$ cat src/rtl/rv_defs.sv
// Shared RV32I encoding constants and field-tuple enums used by the IMEM loader
// and the decoder/immediate-generator side.
package rv_defs;

    localparam logic [6:0] OP_R      = 7'b0110011;
    localparam logic [6:0] OP_LOAD   = 7'b0000011;
    localparam logic [6:0] OP_STORE  = 7'b0100011;
    localparam logic [6:0] OP_BRANCH = 7'b1100011;

    localparam logic [2:0] F3_ADD_SUB = 3'b000;
    localparam logic [2:0] F3_AND     = 3'b111;
    localparam logic [2:0] F3_OR      = 3'b110;
    localparam logic [2:0] F3_LW      = 3'b010;
    localparam logic [2:0] F3_SW      = 3'b010;
    localparam logic [2:0] F3_BEQ     = 3'b000;

    localparam logic [6:0] F7_BASE = 7'b0000000;
    localparam logic [6:0] F7_SUB  = 7'b0100000;

    localparam logic [31:0] NOP_WORD = 32'h0000_0013;

    typedef enum logic [1:0] {KindR, KindLw, KindSw, KindBeq} kind_e;
    typedef enum logic [1:0] {FnAdd, FnSub, FnAnd, FnOr} funct_e;

    typedef enum logic [1:0] {StIdle, StAccept, StWrite, StDone} enc_state_e;

endpackage

$ cat src/rtl/inst_pack.sv
// Combinational field-tuple to RV32I word packer with immediate range/alignment check.
// Out-of-range tuples produce the canonical NOP and raise bad_o.
module inst_pack
    import rv_defs::*;
(
    input  logic [1:0]  kind_i,
    input  logic [1:0]  funct_i,
    input  logic [4:0]  rd_i,
    input  logic [4:0]  rs1_i,
    input  logic [4:0]  rs2_i,
    input  logic [31:0] imm_i,
    output logic [31:0] word_o,
    output logic        bad_o
);

    logic [31:0] word;
    logic        bad;
    logic [2:0]  f3;
    logic [6:0]  f7;
    logic        fits12;
    logic        fits13;

    // A signed value fits N bits when every bit above N-1 equals the sign bit.
    assign fits12 = (imm_i[31:11] == '0) || (imm_i[31:11] == '1);
    assign fits13 = (imm_i[31:12] == '0) || (imm_i[31:12] == '1);

    always_comb begin
        word = NOP_WORD;
        bad  = 1'b0;
        f3   = F3_ADD_SUB;
        f7   = F7_BASE;
        unique case (kind_e'(kind_i))
            KindR: begin
                unique case (funct_e'(funct_i))
                    FnAdd: f3 = F3_ADD_SUB;
                    FnSub: begin
                        f3 = F3_ADD_SUB;
                        f7 = F7_SUB;
                    end
                    FnAnd: f3 = F3_AND;
                    FnOr:  f3 = F3_OR;
                endcase
                word = {f7, rs2_i, rs1_i, f3, rd_i, OP_R};
            end
            KindLw: begin
                bad  = !fits12;
                word = {imm_i[11:0], rs1_i, F3_LW, rd_i, OP_LOAD};
            end
            KindSw: begin
                bad  = !fits12;
                word = {imm_i[11:5], rs2_i, rs1_i, F3_SW, imm_i[4:0], OP_STORE};
            end
            KindBeq: begin
                bad  = !fits13 || imm_i[0];
                word = {imm_i[12], imm_i[10:5], rs2_i, rs1_i, F3_BEQ,
                        imm_i[4:1], imm_i[11], OP_BRANCH};
            end
        endcase
        if (bad) begin
            word = NOP_WORD;
        end
    end

    assign word_o = word;
    assign bad_o  = bad;

endmodule

$ cat src/rtl/inst_encoder.sv
// IMEM loader: accepts decoded field tuples, packs them into RV32I words and writes them
// to consecutive word addresses, one write strobe per accepted tuple.
module inst_encoder
    import rv_defs::*;
#(
    parameter int unsigned ADDR_W    = 8,
    parameter int unsigned BASE_ADDR = 0
) (
    input  logic              clk,
    input  logic              rst_n,
    input  logic              start,
    input  logic              in_valid,
    output logic              in_ready,
    input  logic [1:0]        in_kind,
    input  logic [1:0]        in_funct,
    input  logic [4:0]        in_rd,
    input  logic [4:0]        in_rs1,
    input  logic [4:0]        in_rs2,
    input  logic [31:0]       in_imm,
    input  logic              in_last,
    output logic              mem_we,
    output logic [ADDR_W-1:0] mem_addr,
    output logic [31:0]       mem_wdata,
    output logic              done,
    output logic              err,
    output logic [ADDR_W-1:0] err_addr
);

    localparam logic [ADDR_W-1:0] Base = ADDR_W'(BASE_ADDR);

    enc_state_e        state_q, state_d;
    logic [ADDR_W-1:0] addr_q, addr_d;
    logic [ADDR_W-1:0] err_addr_q, err_addr_d;
    logic [31:0]       wdata_q, wdata_d;
    logic              we_q, we_d;
    logic              err_q, err_d;
    logic              fin_q, fin_d;

    logic [31:0] pack_word;
    logic        pack_bad;
    logic        at_max;
    logic        accept;

    inst_pack u_pack (
        .kind_i  (in_kind),
        .funct_i (in_funct),
        .rd_i    (in_rd),
        .rs1_i   (in_rs1),
        .rs2_i   (in_rs2),
        .imm_i   (in_imm),
        .word_o  (pack_word),
        .bad_o   (pack_bad)
    );

    assign at_max   = (addr_q == '1);
    assign in_ready = (state_q == StAccept) && !start;
    assign accept   = in_valid && in_ready;

    always_comb begin
        state_d    = state_q;
        addr_d     = addr_q;
        err_addr_d = err_addr_q;
        wdata_d    = wdata_q;
        we_d       = 1'b0;
        err_d      = err_q;
        fin_d      = fin_q;
        unique case (state_q)
            StIdle: ;
            StAccept: begin
                if (accept) begin
                    we_d    = 1'b1;
                    wdata_d = pack_word;
                    fin_d   = in_last || at_max;
                    state_d = StWrite;
                    // Filling the last slot without in_last means the program was truncated.
                    if (pack_bad || (at_max && !in_last)) begin
                        err_d = 1'b1;
                        if (!err_q) begin
                            err_addr_d = addr_q;
                        end
                    end
                end
            end
            StWrite: begin
                state_d = fin_q ? StDone : StAccept;
                if (!at_max) begin
                    addr_d = addr_q + ADDR_W'(1);
                end
            end
            StDone: ;
        endcase
        if (start) begin
            state_d    = StAccept;
            addr_d     = Base;
            err_d      = 1'b0;
            err_addr_d = '0;
            fin_d      = 1'b0;
        end
    end

    always_ff @(posedge clk or negedge rst_n) begin
        if (!rst_n) begin
            state_q    <= StIdle;
            addr_q     <= Base;
            err_addr_q <= '0;
            wdata_q    <= '0;
            we_q       <= 1'b0;
            err_q      <= 1'b0;
            fin_q      <= 1'b0;
        end else begin
            state_q    <= state_d;
            addr_q     <= addr_d;
            err_addr_q <= err_addr_d;
            wdata_q    <= wdata_d;
            we_q       <= we_d;
            err_q      <= err_d;
            fin_q      <= fin_d;
        end
    end

    assign mem_we    = we_q;
    assign mem_addr  = addr_q;
    assign mem_wdata = wdata_q;
    assign done      = (state_q == StDone);
    assign err       = err_q;
    assign err_addr  = err_addr_q;

endmodule
$ cat config.mk
export PLATFORM = sky130hd
export DESIGN_NAME = inst_encoder
export DESIGN_NICKNAME = d
export VERILOG_FILES = /design/src/rtl/rv_defs.sv /design/src/rtl/inst_pack.sv /design/src/rtl/inst_encoder.sv
export SDC_FILE = /design/constraint.sdc
export NUM_CORES = 1
export LEC_CHECK = 0
export ABC_AREA = 1
export CORE_ASPECT_RATIO = 0.8
export CORE_UTILIZATION = 46
export CTS_BUF_LIST = sky130_fd_sc_hd__clkbuf_16
export DETAILED_ROUTE_END_ITERATION = 8
export HOLD_SLACK_MARGIN = 0.1
export PLACE_DENSITY = 0.85
export SKIP_CTS_REPAIR_TIMING = 1
export SLEW_MARGIN = 10
export SYNTH_ARGS = -nofsm -noshare
export SYNTH_HDL_FRONTEND = slang
export SYNTH_SLANG_ARGS = --single-unit
$ cat constraint.sdc
create_clock -name clk -period 3.3 [get_ports clk]
set_input_delay 0.825 -clock clk [delete_from_list [all_inputs] [get_ports clk]]
set_output_delay 0.825 -clock clk [all_outputs]
set_load 0.05 [all_outputs]
==> results by group, run 1 <==
Global routing
  – Initial antenna violation count: 0
  – Pin count of the biggest net entering global routing: 35
  – Total gr overflow: 0
  – First-pass GRT wire length: 11.8 mm
  – Global-route usage over all layers: 0.252
  – Via count of the first global-routing pass: 2566

Outcome
  – Run status: completed

Timing
  – Pins Over Slew Limit: 0
  – Highest clock rate: 374 MHz
  – Worst Skew: 6.05 ps
  – Relative max-transition margin: 0.602
  – Post-route worst setup slack: 629 ps
  – Total Negative Setup Slacks: 0 ps
  – Period utilisation layout: 0.809
  – Hold slack: 455 ps
  – Final Hold Vio Count: 0
  – Setup repair after global routing missed its margin: false
  – Total setup violations reported at the end of the flow: 0
  – Post-route minimum period: 2670 ps
  – Actual transition at the worst max-transition pin: 593 ps

Floorplan
  – Standard cell core area: 5470 sq um
  – Horizontal die dimension: 86.4 um
  – Std cell rows: 24
  – Height of the chip: 69.6 um
  – Starting Density: 0.480
  – Number of I/O pins: 108
  – DIE AREA: 6010 sq um

Finish
  – Non-filler cells, final: 526
  – Final core area utilization: 0.711
  – Net total in the final layout: 508
  – Area grow syn2layout: 48.1%
  – Fill cell instance count of the final layout: 439
  – Number of antenna repair diodes: 0
  – Fraction of layout instances using a drive strength above 1: 0.0536

Worst setup path
  – Reg-to-reg setup timing slack: 1580 ps
  – Required time at the worst-slack endpoint: 2470 ps
  – Start of the worst register-to-register path: mem_addr[0]
  – Endpoint of the worst register-to-register path: mem_addr[7]
  – Worst Reg2Reg Path Length in Cells: 11
  – Kind of start point of the critical path: primary input
  – Crit. End Element: output port
  – Maximum fanout count along the critical path: 2
  – Worst setup path class: in -> out
  – Data arrival time of the worst path: 1850 ps

Synth
  – Number of enable-type register cells in the synthesized netlist: 0
  – Sequential cell area fraction in the yosys report: 0.477
  – Top-count cell post-synth: nand2_1
  – Share of async-settable or async-resettable flops after synthesis: 1.00
  – Count of state elements after synthesis: 50
  – Ys flop type: dfrtp_1
  – Number of distinct standard cells referenced by the synthesized netlist: 29
  – Top cell type by total area after synthesis: dfrtp_1
  – Synthesized instance count: 346
  – Top area cells in the synthesized netlist: dfrtp_1, nand2_1, nand3_1, nor2_1, inv_1
  – Synthesized cell area: 2620 sq um
  – Top post-synthesis cells by count: nand2_1, dfrtp_1, nand3_1
  – Yosys Warn Count: 0
  – Average cell area after synthesis: 7.58 sq um
  – Portion of synthesized cell area occupied by the leading cell type: 0.477

Power
  – Switching Power: 0.732 mW
  – Share of total power in sequential cells: 0.364
  – Highest ir drop seen on vdd: 408 uV
  – Logic gate share of total power: 0.351
  – Internal power summed over all cells: 1.29 mW
  – Static Leakage: 1.88 nW
  – Switching part of the total: 0.362
  – Clock Power Share: 0.285
  – Ratio of total power to cell area: 520 nW/um^2

Routing
  – Detailed-route via count: 2624
  – Routed wire length: 7.05 mm
  – Iteration-0 DRC Markers: 151
  – DRT Pass-1 Iters: 5
  – Routed length per instance: 13.4 um
  – Number of remaining DRC errors: 0
  – Number of vias per cell after detailed routing: 4.99
  – Number of antenna-violating nets in the routed design: 0

Placement
  – Worst slack after detailed placement: 567 ps
  – Number of placed cells counting well taps: 518
  – Number of I/O port buffers: 105
  – DP HPWL: 5.23 mm
  – Last weighted congestion value of the routability-driven placer: 0.870

Clocking
  – Clock latency on the worst-skew pair: 290 ps
  – Clock tree buffer depth: 2
  – Root Buffer Master: clkbuf_16
  – Number of buffers created by CTS: 5
  – Number of H-tree levels: 2
  – CTS tree: built
  – Clk sink count: 50
  – Clock transition at path regs: 70 ps

Flow run
  – Max-cap viol count: 0

Min path
  – Worst hold path type: in -> async
==> how the worst max path moves through the flow <==
stage               depth (start not counted)           to        from  slack [ps]
finish                                      3     in_ready       start         630
detailed placement                         10  err_addr[1]  in_kind[1]         570
floorplan                                   2     in_ready       start         410
CTS                                         3     in_ready       start         640
global placement                            3     in_ready       start         640
global route                                3     in_ready       start         600
==> final cells by class <==
cell class | instances | area [sq um] | share of cell area
Clock inverter | 3 | 41.3 | 0.0106
Inverter | 33 | 124 | 0.0319
Multi-Input combinational cell | 248 | 1160 | 0.299
Clock buffer | 5 | 125 | 0.0322
Timing Repair Buffer | 109 | 1090 | 0.279
Sequential cell | 50 | 1250 | 0.322
Tap cell | 78 | 97.6 | 0.0251
==> sequential cells by signal, indices dropped and copies added, names as in the netlist <==
register and count:
err_addr 8, state_q 2, mem_we 1, mem_addr 8, mem_wdata 29, err 1, fin_q 1
==> layout by cell type, fill, tap and decap left out <==
cell type,n
nand2_1,106
clkdlybuf4s50_1,103
dfrtp_1,50
nand3_1,40
inv_1,32
nor2_1,32
o21ai_0,18
nand4_1,10
a21oi_1,8
o22ai_1,5
ha_1,5
clkbuf_16,5
nor3_1,4
nand2_2,4
buf_4,4
nor2_2,2
o211ai_1,2
inv_2,2
nand2_4,2
o21ai_1,2
conb_1,2
and2_1,1
o32ai_1,1
a22o_1,1
a31oi_1,1
or2_2,1
a211oi_1,1
bufinv_16,1
clkinvlp_4,1
buf_2,1
buf_12,1
==> power groups by stage <==
stage	Combinational [mW]	Clock, mW	Sequential, mW
after floorplan	0.176	0	0.998
after global placement	0.698	0	0.743
after detailed placement	0.708	0	0.745
after CTS	0.713	0.578	0.736
after global routing	0.756	0.607	0.746
final	0.711	0.575	0.736
==> worst max-delay path, cell delays in order <==
cell	delay, ps
clkdlybuf4s50_1	440
nor3_1	380
buf_12	190
==> per-layer routing <==
| metal | up-vias | GRT usage | part of all wire |
|---|---|---|---|
| met3 | 20 | 0.0631 | 0.074 |
| met5 | - | 0 | 0 |
| met4 | 0 | 0.0907 | 0.027 |
| li1 | 1313 | - | - |
| met2 | 133 | 0.385 | 0.45 |
| met1 | 1158 | 0.347 | 0.45 |
==> per-stage QoR <==
step,instance area [sq um],total power [mW]
2_1_floorplan,2630,1.17
3_3_place_gp,3720,1.44
3_5_place_dp,3720,1.45
4_1_cts,3890,2.03
5_1_grt,3890,2.11
6_report,3890,2.02
==> logic make-up (layout without fill, tap and decap cells) <==
group / count (synthesis) / after routing / synth area share
other: 1 / 2 / 0.00143
AOI/OAI and AO/OA: 39 / 39 / 0.0830
DFF: 50 / 50 / 0.477
buffers and inverters: 49 / 150 / 0.0820
adders and majority gates: 5 / 5 / 0.0238
and+or+nand+nor: 202 / 202 / 0.333
Note: power is estimated with default switching activity, not from simulation.
==> inputs of run 2 (changes only) <==
Settings changed: CORE_UTILIZATION 46 to 43, PLACE_DENSITY 0.85 to 0.8.
Clock period 3.3 ns to 2.6 ns, I/O delays scaled along.
==> results by group, run 2 (synthesis results as in run 1) <==
Outcome
  – Run status: completed (unchanged)

Worst setup path
  – Required time at the worst-slack endpoint: 1950 ps (was 2470 ps)
  – Data arrival time of the worst path: 1630 ps (was 1850 ps)
  – Maximum fanout count along the critical path: 5 (was 2)
  – Worst Reg2Reg Path Length in Cells: 7 (was 11)
  – Crit. End Element: output port (unchanged)
  – Delay contributed by the slowest stage of the critical path: 790 ps (was 440 ps)
  – Kind of start point of the critical path: flop (was primary input)
  – Cell-by-cell trace of the critical path: nand2_1 -> inv_1 -> clkdlybuf4s50_1 (was clkdlybuf4s50_1 -> nor3_1 -> buf_12)
  – Critical path's slowest cell: clkdlybuf4s50_1 (unchanged)
  – Worst setup path class: reg -> out (was in -> out)

Clocking
  – Number of buffers created by CTS: 5 (unchanged)
  – Clock transition at path regs: 70 ps (about the same)
  – Root Buffer Master: clkbuf_16 (unchanged)
  – Number of H-tree levels: 2 (unchanged)
  – CTS tree: built (unchanged)
  – Clk sink count: 50 (unchanged)
  – Clock tree buffer depth: 2 (unchanged)
  – Clock latency on the worst-skew pair: 290 ps (about the same)

Floorplan
  – Standard cell core area: 5910 sq um (was 5470 sq um)
  – Horizontal die dimension: 89.3 um (was 86.4 um)
  – Std cell rows: 25 (was 24)
  – Number of I/O pins: 108 (unchanged)
  – Height of the chip: 71.9 um (was 69.6 um)
  – Starting Density: 0.444 (was 0.480)
  – DIE AREA: 6420 sq um (was 6010 sq um)

Global routing
  – Via count of the first global-routing pass: 2562 (was 2566)
  – Global-route usage over all layers: 0.235 (was 0.252)
  – Initial antenna violation count: 0 (unchanged)
  – Total gr overflow: 0 (unchanged)
  – Pin count of the biggest net entering global routing: 32 (was 35)
  – First-pass GRT wire length: 11.6 mm (was 11.8 mm)

Min path
  – Worst hold path type: in -> async (unchanged)

Placement
  – Number of placed cells counting well taps: 528 (was 518)
  – DP HPWL: 5.34 mm (was 5.23 mm)
  – Last weighted congestion value of the routability-driven placer: 0.887 (was 0.870)
  – Number of I/O port buffers: 105 (unchanged)

Routing
  – Routed wire length: 7.01 mm (was 7.05 mm)
  – Routed length per instance: 13.1 um (was 13.4 um)
  – Number of antenna-violating nets in the routed design: 0 (unchanged)
  – DRT Pass-1 Iters: 4 (was 5)
  – Number of remaining DRC errors: 0 (unchanged)
  – Detailed-route via count: 2675 (was 2624)
  – Iteration-0 DRC Markers: 161 (was 151)
  – Number of vias per cell after detailed routing: 4.99 (about the same)

Timing
  – Actual transition at the worst max-transition pin: 554 ps (was 593 ps)
  – Worst Skew: 1.93 ps (was 6.05 ps)
  – Relative max-transition margin: 0.628 (was 0.602)
  – Total setup violations reported at the end of the flow: 0 (unchanged)
  – Hold slack: 313 ps (was 455 ps)
  – Setup repair after global routing missed its margin: false (unchanged)
  – Pins Over Slew Limit: 0 (unchanged)
  – Post-route minimum period: 2280 ps
  – Total Negative Setup Slacks: 0 ps (unchanged)
  – Final Hold Vio Count: 0 (unchanged)
  – Period utilisation layout: 0.877
  – Highest clock rate: 439 MHz

Finish
  – Fraction of layout instances using a drive strength above 1: 0.0703 (was 0.0536)
  – Fill cell instance count of the final layout: 471 (was 439)
  – Number of antenna repair diodes: 0 (unchanged)
  – Leading cell types in the layout, fill and taps excluded: nand2_1, clkdlybuf4s50_1, dfrtp_1, nand3_1, nor2_1 (was nand2_1, clkdlybuf4s50_1, dfrtp_1, nand3_1)
  – Area taken by flip-flops and latches: 1250 sq um (unchanged)
  – Non-filler cells, final: 536 (was 526)
  – Area grow syn2layout: 50.9% (was 48.1%)
  – Most common cell after layout, fill and taps aside: nand2_1 (unchanged)
  – Net total in the final layout: 515 (was 508)
  – Area of the multi-input gates: 1160 sq um (unchanged)
  – Number of flip-flops in the largest register: 29 (unchanged)

Power
  – Ratio of total power to cell area: 655 nW/um^2 (was 520 nW/um^2)
  – Static Leakage: 1.91 nW (was 1.88 nW)
  – Highest ir drop seen on vdd: 418 uV (was 408 uV)

Flow run
  – Max-cap viol count: 0 (unchanged)
-- run 2: layer usage --
metal,vias up,global-route usage,share of wire
li1,1335,-,-
met1,1240,0.316,0.46
met2,93,0.375,0.47
met3,7,0.0645,0.067
met4,0,0.0617,0.0091
met5,-,0,0
-- run 2: final timing paths --
path	startpoint	end	slack [ps]
min reg2reg	mem_wdata[6]	mem_wdata[6]	480
min	rst_n	err_addr[4]	310
max	state_q[1]	done	320
min in group clk	mem_wdata[6]	mem_wdata[6]	480
max in group asynchronous	rst_n	state_q[0]	1700
max reg2reg	state_q[1]	mem_wdata[31]	920
-- run 2: per-stage QoR --
step	util	setup slack, ps	cell area (sq um)	power [mW]
after floorplan	-	57.6	2630	1.49
after global placement	0.641	243	3790	1.85
after detailed placement	0.641	193	3790	1.86
after CTS	0.670	310	3960	2.61
after global routing	0.670	247	3960	2.71
final	0.670	321	3960	2.59
-- run 2: power by group --
group	switching [mW]	internal, mW
clock	0.292	0.454
combinational	0.586	0.326
sequential	0.0609	0.874
-- run 2: worst max-delay path, delay by kind of cell (launching register included) --
family / cells / cell delay [ps]
buffers and inverters: 2 / 850
DFF: 1 / 420
and+or+nand+nor: 1 / 70
-- run 2: area by class of cell --
type / instances / area share
clock inverters: 3 / 0.0114
clock buffers: 5 / 0.0316
repair buffers: 116 / 0.291
flip-flops and latches: 50 / 0.316
inverters: 33 / 0.0313
well taps: 81 / 0.0256
multi-input cells: 248 / 0.293
